$ cat config.mk
export PLATFORM = sky130hd
export DESIGN_NAME = pc_unit
export DESIGN_NICKNAME = d
export VERILOG_FILES = /design/src/rtl/pc_unit.sv
export SDC_FILE = /design/constraint.sdc
export NUM_CORES = 1
export LEC_CHECK = 0
export BUFFER_PORTS_ARGS = -buffer_cell sky130_fd_sc_hd__buf_2
export CORE_ASPECT_RATIO = 0.8
export CORE_MARGIN = 5
export CORE_UTILIZATION = 50
export DETAILED_ROUTE_END_ITERATION = 10
export GPL_ROUTABILITY_DRIVEN = 0
export PLACE_DENSITY = 0.86
export SYNTH_ARGS = -nofsm -noshare
export SYNTH_HDL_FRONTEND = slang
export SYNTH_SLANG_ARGS = --single-unit
export TNS_END_PERCENT = 10
$ cat constraint.sdc
create_clock -name clk -period 5.3 [get_ports clk]
set_clock_uncertainty 0.05 [all_clocks]
set_input_delay 0.53 -clock clk [delete_from_list [all_inputs] [get_ports clk]]
set_output_delay 0.53 -clock clk [all_outputs]
set_load 0.01 [all_outputs]
$ cat src/rtl/pc_unit.sv
// Program counter with RUN/HALT control, redirect priority and a flush pulse.
// Define PC_UNIT_RAS_EN to compile in the circular return-address stack.
module pc_unit #(
   parameter int PC_W      = 16,
   parameter int RESET_PC  = 0,
   parameter int RAS_DEPTH = 4
) (
   input  logic            clk,
   input  logic            rst_n,
   input  logic            stall,
   input  logic            pc_branch_sel,
   input  logic [PC_W-1:0] branch_target,
   input  logic            jump,
   input  logic [PC_W-1:0] jump_target,
   input  logic            call,
   input  logic            ret,
   input  logic            halt,
   input  logic            resume,
   output logic [PC_W-1:0] pc,
   output logic [PC_W-1:0] pc_plus1,
   output logic            flush,
   output logic            halted,
   output logic            ras_err
);

   localparam int RAS_AW = (RAS_DEPTH > 1) ? $clog2(RAS_DEPTH) : 1;

   typedef enum logic {
      ST_RUN  = 1'b0,
      ST_HALT = 1'b1
   } state_t;

   state_t            state_r;
   state_t            state_nx_s;
   logic [PC_W-1:0]   pc_r;
   logic [PC_W-1:0]   pc_nx_s;
   logic              flush_r;
   logic              redirect_s;
   logic              push_s;
   logic              pop_s;
   logic              ret_go_s;
   logic [PC_W-1:0]   ret_pc_s;

   assign pc       = pc_r;
   assign pc_plus1 = pc_r + PC_W'(1);
   assign flush    = flush_r;
   assign halted   = (state_r == ST_HALT);

`ifdef PC_UNIT_RAS_EN
   logic [PC_W-1:0]   ras_mem_r [RAS_DEPTH];
   logic [RAS_AW-1:0] top_r;
   logic [RAS_AW:0]   cnt_r;
   logic              ras_err_r;
   logic [RAS_AW-1:0] top_inc_s;
   logic              ras_empty_s;
   logic              ras_full_s;

   assign top_inc_s   = top_r + RAS_AW'(1);
   assign ras_empty_s = (cnt_r == (RAS_AW+1)'(0));
   assign ras_full_s  = (cnt_r == (RAS_AW+1)'(RAS_DEPTH));
   // Call takes precedence over a simultaneous return.
   assign ret_go_s    = ret & ~call;
   assign ret_pc_s    = ras_empty_s ? pc_plus1 : ras_mem_r[top_r];
   assign ras_err     = ras_err_r;

   // Return stack: a full push overwrites the oldest slot; an empty pop only flags.
   always_ff @(posedge clk or negedge rst_n) begin
      if (!rst_n) begin
         for (int i = 0; i < RAS_DEPTH; i++) begin
            ras_mem_r[i] <= '0;
         end
         top_r     <= '0;
         cnt_r     <= '0;
         ras_err_r <= 1'b0;
      end else if (push_s) begin
         ras_mem_r[top_inc_s] <= pc_plus1;
         top_r                <= top_inc_s;
         if (ras_full_s) begin
            ras_err_r <= 1'b1;
         end else begin
            cnt_r <= cnt_r + (RAS_AW+1)'(1);
         end
      end else if (pop_s) begin
         if (ras_empty_s) begin
            ras_err_r <= 1'b1;
         end else begin
            top_r <= top_r - RAS_AW'(1);
            cnt_r <= cnt_r - (RAS_AW+1)'(1);
         end
      end else begin
         ras_err_r <= ras_err_r;
      end
   end
`else
   logic [RAS_AW+2:0] unused_ras_s;

   assign ret_go_s     = 1'b0;
   assign ret_pc_s     = pc_plus1;
   assign ras_err      = 1'b0;
   assign unused_ras_s = {{RAS_AW{1'b0}}, ret, push_s, pop_s};
`endif

   // Next-state and next-PC selection; halt beats every redirect in RUN.
   always_comb begin
      state_nx_s = state_r;
      pc_nx_s    = pc_r;
      redirect_s = 1'b0;
      push_s     = 1'b0;
      pop_s      = 1'b0;
      case (state_r)
         ST_RUN: begin
            if (halt) begin
               state_nx_s = ST_HALT;
            end else if (ret_go_s) begin
               pc_nx_s    = ret_pc_s;
               redirect_s = 1'b1;
               pop_s      = 1'b1;
            end else if (call) begin
               pc_nx_s    = jump_target;
               redirect_s = 1'b1;
               push_s     = 1'b1;
            end else if (jump) begin
               pc_nx_s    = jump_target;
               redirect_s = 1'b1;
            end else if (pc_branch_sel) begin
               pc_nx_s    = branch_target;
               redirect_s = 1'b1;
            end else if (stall) begin
               pc_nx_s = pc_r;
            end else begin
               pc_nx_s = pc_plus1;
            end
         end
         ST_HALT: begin
            if (resume) begin
               state_nx_s = ST_RUN;
            end else begin
               state_nx_s = ST_HALT;
            end
         end
         default: begin
            state_nx_s = ST_RUN;
         end
      endcase
   end

   // PC, state and flush registers.
   always_ff @(posedge clk or negedge rst_n) begin
      if (!rst_n) begin
         state_r <= ST_RUN;
         pc_r    <= PC_W'(RESET_PC);
         flush_r <= 1'b0;
      end else begin
         state_r <= state_nx_s;
         pc_r    <= pc_nx_s;
         flush_r <= redirect_s;
      end
   end

endmodule

==> flow_summary_export.csv, run 1 <==
group,metric,value,unit
cells_and_area,fin_nets,289,
drt,drtIter0Drc,88,
drt,drcViolationCount,0,
power,p_leak,0.874,nW
placed_design,port_buffers,73,
clock_tree,cts_sinks,18,
logic_synthesis,ys_seq_area_share,29.2,%
drt,ant_nets,0,
power,total_power,0.677,mW
logic_synthesis,synthArstFlopShare,100,%
grt,grt_pass1_wl,7480,um
die,initial_core_util,51.1,%
power,irDropWorstVdd,0.178,mV
grt,global_route.usage.total,22.4,%
outcome,status,"finished clean",
clock_tree,clock_latency,260,ps
critical_path,path_max_fanout,7,
clock_tree,cts_made_buffers,3,
placed_design,place_ws,2930,ps
power,p_per_area,350,nW/um^2
die,core_area,3020,um^2
timing,drv_slew,0,
power,p_int,0.381,mW
critical_path,arrival,2140,ps
logic_synthesis,yosys.area.top_type,"dfrtp_1",
logic_synthesis,synth.area.top_cells,"dfrtp_1, xnor2_1, nor2_1",
power,power.share.sequential,35.8,%
logic_synthesis,synth_top_cell_area_share,29.2,%
drt,avgViaCountPerCell,5.82,
clock_tree,cts.repair.resized,0,
power,switching_power,0.295,mW
logic_synthesis,yosysWarnings,0,
clock_tree,cts_hold_buf,0,
cells_and_area,area_delta_synth_final,25.6,%
critical_path,crit_chain,"ha_1 -> nand3_2 -> or3_1 -> nor2_1 -> xnor2_1 -> buf_2",
critical_path,worst-path-buf-inv,1,
cells_and_area,n_fill_cell,286,
placed_design,dp_hpwl,3350,um
critical_path,slowest_delay,490,ps
logic_synthesis,synth_edf_count,0,
grt,antenna_found_initial,0,
clock_tree,cts_tree,"yes",
cells_and_area,n_antenna_cell,0,
critical_path,end_kind,"primary output",
drt,wirelength,4620,um
timing,period_share,51.3,%
critical_path,path_delay_family,"simple AND/OR/NAND/NOR gates",
critical_path,worstPathRequired,4720,ps
critical_path,reg2reg_slack,3150,ps
die,die_area,4300,um^2
logic_synthesis,synth.avg_cell_area,8.61,um^2
drt,vias,1665,
logic_synthesis,syn_area,1540,um^2
grt,grt_start_max_net_pins,24,
timing,slew_headroom,43.6,%
die,row_count,18,
critical_path,slowest_stage,"dfrtp_1",
power,pwr-share-comb,47.1,%
clock_tree,cts_root_buf,"clkbuf_8",
drt,wire_per_inst,16.1,um
logic_synthesis,synth_cells,179,
clock_tree,cts.clk_slew.worst_paths,70,ps
timing,worstMarginPinSlew,843,ps
cells_and_area,final_util,64.1,%
die,ios,76,
critical_path,startpoint_type,"flop",
die,dieHeight,59.7,um
logic_synthesis,yosysMostFrequentCell,"dfrtp_1",
timing,setup_viol,0,
power,p_clk_share,17.2,%
clock_tree,post-cts-setup-buffers,0,
timing,rsz0062_at_grt,"no",
timing,setup_slack,2580,ps
grt,grt-ovfl-total,0,
power,switching_share,43.6,%
clock_tree,cts_max_level,1,
timing,max_freq,368,MHz
logic_synthesis,synthTopCellsByCount,"dfrtp_1, nor2_1, nand2_1, o21ai_0, a21oi_1",
worst_hold_path,hold_class,"input port to asynchronous set/reset pin",
grt,grt_pass1_vias,1613,
timing,min_period,2720,ps
drt,first_pass_iters,4,
clock_tree,cts_buffer_depth,2,
cells_and_area,drive_above_1_share,37.8,%
logic_synthesis,ys_seq_elements,18,
logic_synthesis,yosys_most_used_dff,"dfrtp_1",
critical_path,critPathKind,"flop to primary output",
timing,hold_viol_final,0,
job,max_cap_viol_count,0,
die,dieWidth,72.1,um
logic_synthesis,synthesis.nets,221,
logic_synthesis,yosysUniqueCellTypes,55,
timing,fin_setup_tns,0,ps
[cell type report]
type	instances	area, um^2	share of cell area (%)
multi-input combinational	143	985	50.9
sequential	18	450	23.3
timing repair buffer	73	365	18.9
clock buffer	4	55.1	2.84
tap	40	50.0	2.59
inverter	8	30.0	1.55
[placed cells by master (no fill, tap or decap), types with 2 or more instances in the layout]
cell      Yosys  layout
o22ai_1       4       4
mux2i_1       5       5
a31oi_1       2       2
o211ai_1      2       2
a21oi_1       9       9
or2_2         5       5
and4_1        2       2
nand3_1       7       7
o21a_1        5       5
xnor2_1       7       7
o2111a_1      2       2
or3_1         3       3
dfrtp_1      18      18
inv_1         8       8
clkbuf_8      3       4
nor2_1       15      15
buf_2         1      73
nand4_1       2       2
nand2b_1      4       4
nor3_1        5       5
nor4_1        3       3
xor2_1        4       4
nand2_1      14      14
nor4_2        2       2
a221oi_1      2       2
o21ai_0      10      10
o31ai_1       3       3
[power groups by stage]
stage | clock network, mW | logic [mW] | registers [mW]
after floorplan | 0 | 0.183 | 0.248
after global placement | 0 | 0.311 | 0.239
after detailed placement | 0 | 0.317 | 0.243
after CTS | 0.117 | 0.321 | 0.240
after global routing | 0.122 | 0.353 | 0.249
final | 0.116 | 0.318 | 0.242
[metrics by stage]
step | instances | instance area (um^2) | hold slack, ps
after global routing | 286 | 1940 | 180
final | 286 | 1940 | 144
after detailed placement | 282 | 1880 | 440
after global placement | 282 | 1880 | 434
after CTS | 286 | 1940 | 161
after floorplan | 179 | 1540 | 184
[layer usage]
| metal | GRT usage, % | wire [um] | share of wire (%) | vias to the layer above |
|---|---|---|---|---|
| met5 | 0 | 0 | 0 | - |
| met4 | 5.09 | 23 | 0.50 | 0 |
| met3 | 6.55 | 533 | 12 | 6 |
| met2 | 38.7 | 2200 | 48 | 103 |
| met1 | 27.8 | 1860 | 40 | 759 |
| li1 | - | - | - | 797 |
[worst paths after layout]
kind / cells after the start / startpoint / end
worst min register to register: 1 / halted / halted
worst max register to register: 4 / halted / pc[14]
worst min-delay path: 1 / rst_n / pc[14]
worst max-delay path: 6 / pc[0] / pc_plus1[14]
max in group asynchronous: 1 / rst_n / pc[0]
min in group clk: 2 / resume / halted
[sequential cells by signal (all words and copies together), names as in the netlist]
name and flops:
pc 16, flush 1, halted 1
[logic make-up (layout without fill, tap and decap cells)]
kind of cell	count (synthesis)	in the layout	synth area share, %
buffers and inverters	18	85	6.90
DFF	18	18	29.2
muxes	6	6	3.98
other	1	1	0.243
and+or+nand+nor	73	73	27.9
xor gates and xnor gates	11	11	6.25
AOI/OAI and AO/OA	51	51	24.7
adders and majority gates	1	1	0.812
(Power assumes the default switching activity.)
==> run 2: changes to the inputs <==
- CORE_UTILIZATION: 50 -> 46
- PLACE_DENSITY: 0.86 -> 0.8
- clock period: 5.3 -> 2.85 ns (I/O delays scaled with it)
==> flow_summary_export.csv, run 2 (synthesis results as in run 1) <==
group,metric,value,unit
outcome,status,"finished clean",
placed_design,place_ws,730,ps
grt,global_route.usage.total,19.9,%
grt,antenna_found_initial,0,
grt,grt_pass1_wl,7020,um
drt,drt-met1-wl,1880,um
critical_path,worst-path-buf-inv,1,
critical_path,worstPathRequired,2520,ps
drt,wire_per_inst,15.1,um
cells_and_area,multi_input_area,985,um^2
drt,avgViaCountPerCell,5.77,
cells_and_area,final_util,62.2,%
clock_tree,cts_sinks,18,
clock_tree,cts_tree,"yes",
timing,hold_viol_final,0,
timing,max_freq,415,MHz
clock_tree,cts_made_buffers,3,
placed_design,dp_hpwl,3270,um
critical_path,slowest_delay,480,ps
power,p_per_area,637,nW/um^2
cells_and_area,n_antenna_cell,0,
die,die_area,4620,um^2
die,initial_core_util,48.9,%
power,p_leak,0.889,nW
timing,worstMarginPinSlew,646,ps
cells_and_area,largest_reg_flops,16,
critical_path,end_kind,"primary output",
cells_and_area,layout_commonest_cell,"buf_2",
cells_and_area,most-common-layout-cells,"buf_2, dfrtp_1, nor2_1, nand2_1, o21ai_0",
clock_tree,cts_buffer_depth,2,
timing,hold_ws,156,ps
timing,setup_viol,0,
critical_path,critPathKind,"flop to primary output",
cells_and_area,area_delta_synth_final,27.2,%
die,dieHeight,61.8,um
clock_tree,cts.clk_slew.worst_paths,70,ps
timing,drv_slew,0,
clock_tree,cts_root_buf,"clkbuf_8",
cells_and_area,n_fill_cell,293,
drt,wirelength,4380,um
critical_path,crit_chain,"ha_1 -> nand3_2 -> or3_1 -> nor2_1 -> xnor2_1 -> buf_2",
drt,vias,1667,
grt,grt_pass1_vias,1612,
drt,dr_wl_met3,490,um
clock_tree,clock_latency,260,ps
cells_and_area,drive_above_1_share,38.2,%
critical_path,arrival,2070,ps
grt,grt-ovfl-total,0,
clock_tree,cts.repair.resized,0,
drt,drcViolationCount,0,
drt,drtIter0Drc,84,
timing,rsz0062_at_grt,"no",
die,core_area,3150,um^2
worst_hold_path,hold_class,"input port to flop",
drt,top_layer_used,"met4",
placed_design,port_buffers,73,
job,max_cap_viol_count,0,
cells_and_area,fin_nets,292,
die,ios,76,
critical_path,startpoint_type,"flop",
power,total_power,1.25,mW
die,row_count,18,
die,dieWidth,74.7,um
grt,grt_start_max_net_pins,24,
timing,fin_setup_tns,0,ps
timing,min_period,2410,ps
power,irDropWorstVdd,0.405,mV
clock_tree,cts_max_level,1,
cells_and_area,seq_area,450,um^2
critical_path,path_delay_family,"simple AND/OR/NAND/NOR gates",
critical_path,slowest_stage,"dfrtp_1",
drt,dr_wl_met2,1940,um
timing,period_share,84.5,%
drt,first_pass_iters,5,
timing,slew_headroom,56.9,%
critical_path,path_max_fanout,7,
timing,setup_slack,443,ps
drt,ant_nets,0,
-- run 2: stage by stage --
stage	instances	area, um^2
after CTS	289	1960
final	289	1960
after detailed placement	284	1900
after global routing	289	1960
after global placement	284	1900
after floorplan	179	1540
-- run 2: final timing paths --
check / start / endpoint / slack [ps] / cells after the start
min: resume / halted / 160 / 2
max: pc[0] / pc_plus1[14] / 440 / 6
max reg2reg: pc[10] / pc[15] / 940 / 4
max in group asynchronous: rst_n / pc[6] / 1990 / 2
min reg2reg: halted / halted / 520 / 1
min in group asynchronous: rst_n / pc[14] / 450 / 2
-- run 2: metal layers --
metal | track usage, % | vias to the layer above
met5 | 0 | -
met4 | 6.35 | 0
met3 | 5.31 | 8
met2 | 33.7 | 87
met1 | 25.1 | 765
li1 | - | 807
-- run 2: where the power goes --
group | internal [mW] | switching [mW] | total [mW]
combinational | 0.268 | 0.324 | 0.592
clock | 0.123 | 0.0895 | 0.212
sequential | 0.322 | 0.122 | 0.444
total | 0.713 | 0.536 | 1.25
-- run 2: area by class of cell --
| type | instances | area share, % |
|---|---|---|
| repair buffers | 76 | 19.9 |
| inverters | 8 | 1.53 |
| multi-input cells | 143 | 50.2 |
| flip-flops and latches | 18 | 23.0 |
| clock buffers | 4 | 2.81 |
| well taps | 40 | 2.55 |
-- run 2: what timing repair did --
action / in CTS / in global routing
setup buffers: 0 / 0
endpoints found under the setup margin: 0 / 0
hold endpoints to repair: 18 / 0
hold buffers: 1 / 0
==> run 3: changes to the inputs <==
- CORE_UTILIZATION: 46 -> 42
- PLACE_DENSITY: 0.8 -> 0.77
- clock period: 2.85 -> 2.2 ns (I/O delays scaled with it)
==> flow_summary_export.csv, run 3 (synthesis results as in run 1) <==
group,metric,value,unit
outcome,status,"finished clean",
grt,grt_pass1_wl,7760,um
grt,grt-ovfl-total,0,
drt,avgViaCountPerCell,5.51,
power,irDropWorstVdd,0.640,mV
cells_and_area,fin_nets,302,
grt,antenna_found_initial,0,
clock_tree,cts_made_buffers,3,
job,max_cap_viol_count,0,
critical_path,arrival,1840,ps
clock_tree,cts_sinks,18,
power,power.share.sequential,33.6,%
placed_design,dp_hpwl,3610,um
power,p_clk_share,17.1,%
clock_tree,cts_root_buf,"clkbuf_8",
cells_and_area,n_antenna_cell,0,
drt,drtIter0Drc,102,
critical_path,slowest_delay,420,ps
cells_and_area,drive_above_1_share,42.9,%
critical_path,path_max_fanout,7,
grt,global_route.usage.total,18.8,%
die,row_count,19,
die,initial_core_util,44.1,%
drt,wire_per_inst,16.0,um
timing,min_period,2110,ps
critical_path,startpoint_type,"flop",
power,switching_power,0.740,mW
drt,ant_nets,0,
cells_and_area,most-common-layout-cells,"buf_2, nand2_1, nor2_1, dfrtp_1, buf_4",
critical_path,worstPathRequired,1930,ps
critical_path,crit_chain,"ha_1 -> nand3_4 -> or3_4 -> nor2_2 -> xnor2_1 -> buf_2",
power,pwr-share-comb,49.3,%
critical_path,worst-path-buf-inv,1,
drt,vias,1658,
cells_and_area,layout_commonest_cell,"buf_2",
clock_tree,cts_buffer_depth,2,
critical_path,end_kind,"primary output",
clock_tree,cts_max_level,1,
timing,setup_slack,90.8,ps
critical_path,path_delay_family,"simple AND/OR/NAND/NOR gates",
power,p_int,0.965,mW
critical_path,slowest_stage,"dfrtp_2",
clock_tree,cts_tree,"yes",
timing,fin_setup_tns,0,ps
critical_path,critPathKind,"flop to primary output",
drt,drcViolationCount,0,
drt,wirelength,4800,um
clock_tree,clock_latency,260,ps
placed_design,place_ws,172,ps
placed_design,port_buffers,73,
cells_and_area,area_delta_synth_final,34.1,%
drt,first_pass_iters,4,
die,ios,76,
timing,hold_ws,68.0,ps
clock_tree,cts.clk_slew.worst_paths,80,ps
timing,max_freq,474,MHz
die,die_area,4990,um^2
cells_and_area,largest_reg_flops,16,
grt,grt_pass1_vias,1572,
power,p_per_area,825,nW/um^2
grt,grt_start_max_net_pins,19,
timing,drv_slew,0,
timing,setup_viol,0,
power,p_leak,0.946,nW
die,dieWidth,77.7,um
power,total_power,1.70,mW
timing,worstMarginPinSlew,540,ps
die,dieHeight,64.2,um
timing,slew_headroom,64.0,%
worst_hold_path,hold_class,"input port to flop",
die,core_area,3490,um^2
power,switching_share,43.4,%
timing,period_share,95.9,%
timing,hold_viol_final,0,
[run 3: per-stage QoR]
stage,instances,instance area (um^2),util (%)
floorplan,179,1540,-
global placement,293,1950,55.8
detailed placement,293,1950,55.8
CTS,298,2020,57.8
global route,301,2070,59.1
finish,301,2070,59.1
[run 3: power by group through the flow]
stage / sequential (mW) / clock (mW) / combinational, mW
after floorplan: 0.596 / 0 / 0.442
after global placement: 0.572 / 0 / 0.780
after detailed placement: 0.579 / 0 / 0.793
after CTS: 0.576 / 0.289 / 0.798
after global routing: 0.595 / 0.304 / 0.922
final: 0.574 / 0.291 / 0.840
[run 3: final timing paths]
kind | start | to | slack [ps] | cells past startpoint
worst max-delay path | pc[1] | pc_plus1[14] | 90 | 6
worst min-delay path | resume | halted | 70 | 2
worst max register to register | pc[9] | pc[15] | 260 | 4
worst min register to register | halted | halted | 520 | 1
max in group asynchronous | rst_n | pc[1] | 1380 | 2
min in group asynchronous | rst_n | pc[13] | 390 | 2
[run 3: what timing repair did]
item / 4_1_cts / 5_1_grt
buffers inserted: 0 / 3
endpoints found under the setup margin: 2 / 4
gates resized for setup: 3 / 5
hold endpoints to repair: 18 / 0
pin swaps: 0 / 1
hold buffers: 1 / 0
[run 3: worst reg2reg max path, stage by stage, from the launching register on]
cell and delay (ps):
dfrtp_1 440, nand4_1 280, nor4_4 410, mux2_2 380, a221oi_1 280
[run 3: layer usage]
metal  wire length, um  track usage [%]  vias to the layer above
met1              2090             25.4                      757
met5                 0                0                        -
met3               501             5.48                        4
met2              2190             30.7                       75
met4                19             1.93                        0
li1                  -                -                      822
[run 3: area by class of cell]
type / instances / area, um^2
fillers: 317 / 1430
multi-input cells: 143 / 1010
repair buffers: 86 / 465
flip-flops and latches: 18 / 455
clock buffers: 4 / 55.1
well taps: 42 / 52.6
inverters: 8 / 30.0
